[src/rtl/rf_wb_arbiter.sv]
// Round-robin arbiter that shares the register file write port between the ALU and LSU writeback paths.
// The winning write is registered. A saturating counter records the cycles in which both sources contend.
module rf_wb_arbiter #(
    parameter int XLEN = 32,
    parameter int AW   = 5,
    parameter int CW   = 16
) (
    input  logic            clk,
    input  logic            rst,
    input  logic            alu_valid,
    output logic            alu_ready,
    input  logic [AW-1:0]   alu_rd,
    input  logic [XLEN-1:0] alu_data,
    input  logic            lsu_valid,
    output logic            lsu_ready,
    input  logic [AW-1:0]   lsu_rd,
    input  logic [XLEN-1:0] lsu_data,
    output logic            rf_we,
    output logic [AW-1:0]   rf_rd,
    output logic [XLEN-1:0] rf_data,
    output logic            last_grant,
    output logic [CW-1:0]   conflict_cnt
);

    logic            grant_alu;
    logic            grant_lsu;
    logic            xfer;
    logic [AW-1:0]   win_rd;
    logic [XLEN-1:0] win_data;
    logic            we_q;

    always_comb begin
        grant_alu = alu_valid & (~lsu_valid | last_grant);
        grant_lsu = lsu_valid & (~alu_valid | ~last_grant);
        alu_ready = grant_alu & ~rst;
        lsu_ready = grant_lsu & ~rst;
        xfer      = alu_ready | lsu_ready;
        win_rd    = lsu_ready ? lsu_rd   : alu_rd;
        win_data  = lsu_ready ? lsu_data : alu_data;
    end

    always_ff @(posedge clk) begin
        if (rst) begin
            we_q         <= 1'b0;
            rf_rd        <= '0;
            rf_data      <= '0;
            last_grant   <= 1'b1;
            conflict_cnt <= '0;
        end else begin
            // Writes to x0 are consumed but never strobed.
            we_q <= xfer && (win_rd != '0);
            if (xfer) begin
                rf_rd      <= win_rd;
                rf_data    <= win_data;
                last_grant <= lsu_ready;
            end
            if (alu_valid && lsu_valid && !(&conflict_cnt))
                conflict_cnt <= conflict_cnt + 1'b1;
        end
    end

    // A write accepted just before reset rises must never reach the register file.
    assign rf_we = we_q & ~rst;

endmodule

[config.mk]
export PLATFORM = sky130hd
export DESIGN_NAME = rf_wb_arbiter
export DESIGN_NICKNAME = d
export VERILOG_FILES = /design/src/rtl/rf_wb_arbiter.sv
export SDC_FILE = /design/constraint.sdc
export NUM_CORES = 1
export LEC_CHECK = 0
export BUFFER_PORTS_ARGS = -buffer_cell sky130_fd_sc_hd__buf_2
export CAP_MARGIN = 20
export CORE_UTILIZATION = 43
export CTS_CLUSTER_SIZE = 40
export DETAILED_ROUTE_END_ITERATION = 7
export GPL_ROUTABILITY_DRIVEN = 0
export GPL_TIMING_DRIVEN = 0
export PLACE_DENSITY = 0.79
export SLEW_MARGIN = 40
export SYNTH_ARGS = -nofsm -noshare
export SYNTH_HDL_FRONTEND = slang
export SYNTH_SLANG_ARGS = --single-unit
[constraint.sdc]
create_clock -name clk -period 2.45 [get_ports clk]
set_input_delay 0.1225 -clock clk [delete_from_list [all_inputs] [get_ports clk]]
set_output_delay 0.1225 -clock clk [all_outputs]
set_load 0.005 [all_outputs]
== Word-level counts from Yosys, hierarchy flattened ==
Index checks and enable logic that the tools add are counted.
Operators by class
  bitwise gates (word level): 12
  reduce and logical (&&, ||, !) cells: 6
  muxes and demuxes: 2
  add/sub/neg operators: 1
Operators by type and width (count)
  two-way mux 32 bit: 1
  adder 16 x 1 -> 16 bit (second input constant): 1
  AND reduction 16 bit: 1
  AND 1 bit: 5
  two-way mux 5 bit: 1
  nonzero test 5 bit: 1
  inverter 1 bit: 4
  logical AND 1 bit: 3
  OR 1 bit: 3
  logical NOT 1 bit: 1
Word-level totals
  output and inout port bits: 57
  bits of input ports: 78
  flip-flop bits (word level): 55
  logic and storage cells: 26

== Logic depth before layout (Yosys ltp) ==
  depth in word-level cells: 7
  gate-level depth with buffers: 6
  mapped depth without buffers: 5

== Worst setup path after synthesis ==
No wires, ideal clock.
  path type: flip-flop to flip-flop
  start point: reg conflict_cnt[0]
  end point: reg conflict_cnt[14]
  library setup time: 121 ps
  slack: 478 ps
  data arrival time: 1852 ps
  path buffers: 1
  required time: 2329 ps
  cell stages (with the launch flop): 7
  period minus slack after synthesis: 1972 ps
  cells stage by stage: dfxtp_1 > ha_1 > nand3_1 > or3_1 > clkbuf_1 > nor4_1 > mux2_2
Between the ends
  cells in the longest elaborated chain, start to end: 3
  elaborated cells between the ends (all ways): 4
  classes of those cells: 1 x add/sub; 3 x reduce/logical
RTL lines
  start, declared: line 22  | output logic [CW-1:0] conflict_cnt
  start signal, assigned: line 58  | conflict_cnt <= conflict_cnt + 1'b1;
  parallel branches: the longest is 3 deep, another holds adder 16 x 1 -> 16 bit
Parallel ways; which one is timed is not known.
A chain may end at the register's enable or synchronous reset.

== Final worst setup path ==
Ends and elaborated chain as after synthesis.

==> results.py <==
metrics = {
    "logic_synthesis": {
        "synthFlopType": "dfxtp_1",
        "syn_area_um2": 2296,
        "ys.warnings.count": 0,
        "ys_seq_area_frac": 0.4796,
        "synth_top_area_frac": 0.4796,
        "synth_most_common_cell": "dfxtp_1",
        "synth-seq-cells": 55,
        "syn-num-nets": 323,
        "syn_area_per_cell_um2": 9.410,
        "ys_types": 36,
        "synthTopCellsByCount": "55 x dfxtp_1, 45 x nor2_1, 28 x a222oi_1",
        "async_flop_share": 0,
        "synthCells": 244,
        "synth-edff-count": 0,
        "yosysTopAreaCell": "dfxtp_1",
        "netlist_top_cells_area": "dfxtp_1 48%, a222oi_1 12%, nor2_1 7.4%, mux2i_1 4.4%, a211oi_1 3.3%",
    },
    "status": {
        "outcome": "completed",
    },
    "worst_setup_path": {
        "crit_required_ps": 2650,
        "arrival_ps": 2430,
        "critPathKind": "reg2reg",
        "critPathLaunch": "conflict_cnt[0]",
        "r2r_start": "conflict_cnt[0]",
        "cp_max_fo": 7,
        "worstSetupEndpointType": "flop",
        "start_kind": "flop",
    },
    "die": {
        "core_area_um2": 5140,
        "fp.dieH_um": 75.07,
        "initial_utilization": 0.4467,
        "dieArea_um2": 5636,
        "rows": 26,
        "io_pins": 135,
        "die_w_um": 75.07,
    },
    "timing": {
        "setup_violations": 0,
        "fin_hold_ws_ps": 70.26,
        "period_share": 0.9102,
        "layout_min_cycle_time_ps": 2230,
        "finalSetupTns_ps": 0,
        "skew_ps": 4.277,
        "drv_slew": 0,
        "rsz0062_at_grt": "no",
        "max_slew_margin": 0.4262,
        "max_freq_ghz": 0.4484,
        "worst_pin_slew_ps": 851.4,
        "hold_viol_final": 0,
    },
    "clock_network": {
        "cts_resized": 0,
        "cts_tree": "built",
        "cts_setup_buffers": 0,
        "clkSinkCount": 55,
        "clock_latency_ps": 300,
        "hold_buffers": 0,
        "htree_levels": 2,
        "cts_buffers": 5,
        "clockRootBuffer": "clkbuf_8",
        "clk_pin_slew_ps": 90,
        "cts_buffer_depth": 2,
    },
    "finish": {
        "syn_to_final_growth_pct": 38.15,
        "fillers": 483,
        "fin_area_um2": 3172,
        "nNetsFinal": 464,
        "drive_above_1_share": 0.3886,
        "diodes": 0,
    },
    "routing": {
        "firstDrtPassIters": 8,
        "wl_per_cell_um": 14.20,
        "drcViolationCount": 0,
        "vias": 2548,
        "drtIter0Drc": 220,
        "routed_wl_um": 6473,
        "via_per_inst": 5.588,
        "ant_nets": 0,
    },
    "power_and_ir_drop": {
        "leakagePower_nw": 1.438,
        "p_per_area_nw_per_um2": 582.8,
        "peakVddDrop_mv": 0.3366,
    },
    "global_routing": {
        "grt_overflow_total": 0,
        "antenna_found_initial": 0,
        "grt_pass1_wl_um": 9404,
        "track_usage": 0.2197,
        "grt_pass1_vias": 2134,
        "grt_max_degree": 17,
    },
    "hold_path": {
        "hp-start": "alu_data[11]",
        "hold_class": "in2reg",
    },
    "placement": {
        "dp.final_hpwl_um": 4830,
        "dpl_cell_area_um2": 3054,
        "io_buffers": 134,
    },
    "run": {
        "cap_violations": 0,
    },
}
-- path summary, 6_finish.rpt --
check	end	slack (ps)	cells past startpoint
worst min-delay path	rf_data[11]	70	3
worst min register to register	rf_data[8]	500	2
worst max register to register	conflict_cnt[14]	220	6
worst max-delay path	conflict_cnt[14]	220	6
-- metal layers --
metal  GRT usage  vias to the layer above  wire (µm)
li1            -                     1232          -
met1      0.2521                     1199       2603
met2      0.3994                      115       3374
met5           0                        -          0
met4     0.05660                        0         20
met3     0.06292                        2        475
-- cells by family after synthesis --
| family | synth area share |
|---|---|
| AO/OA/AOI/OAI | 0.2343 |
| XOR/XNOR | 0.003815 |
| adder cells (fa/ha/maj) | 0.005449 |
| buffers and inverters | 0.03651 |
| flip-flops | 0.4796 |
| multiplexers | 0.05341 |
| AND/OR/NAND/NOR | 0.1869 |
-- stage by stage --
stage          power [mW]  instances  setup WS, ps    util
6_report            1.849        456         220.0  0.6171
5_1_grt             1.942        456         128.1  0.6171
4_1_cts             1.864        456         246.7  0.6171
3_5_place_dp        1.254        448         270.2  0.5942
3_3_place_gp        1.247        448         298.4  0.5942
2_1_floorplan       1.112        244         477.6       -
-- layout make-up --
class	count	area [µm²]	share of cell area
flip-flops and latches	55	1101	0.3471
well taps	70	87.58	0.02761
clock buffers	6	82.58	0.02604
clock inverters	2	35.03	0.01105
plain buffers	18	68.82	0.02170
inverters	4	15.01	0.004734
multi-input cells	167	1111	0.3503
repair buffers	134	670.6	0.2114
-- cells in the final DEF (no fill, tap or decap), types with 2 or more instances in the layout --
cell type,n
nand4_1,4
nor2_1,45
o21ai_0,8
nor4_1,2
clkbuf_1,15
or3_1,6
buf_2,135
a222oi_1,28
nand3_1,5
buf_1,2
or4_1,5
nand2_1,6
mux2_2,2
dfxtp_1,55
clkbuf_8,6
a21oi_1,11
mux2i_1,10
inv_1,4
o31ai_1,4
nor2b_1,4
a211oi_1,10
nor3_1,2
-- registers in the layout, indices dropped and copies added (netlist names) --
| register | count |
|---|---|
| rf_data | 32 |
| conflict_cnt | 16 |
| rf_rd | 5 |
| last_grant | 1 |
| we_q | 1 |
-- worst max-delay path, stage by stage, from the launching register on --
cell,delay (ps)
dfxtp_1,430
ha_1,200
nand3_1,210
or3_1,420
clkbuf_1,180
nor4_1,320
mux2_2,370
-- power breakdown --
part	internal, mW	switching (mW)	total (mW)	leakage (nW)
Clock	0.331	0.283	0.614	0.0612
Sequential	0.940	0.0256	0.965	0.450
Combinational	0.135	0.134	0.269	0.926
Total	1.41	0.442	1.85	1.44
Power figures use the tool's default switching activity.
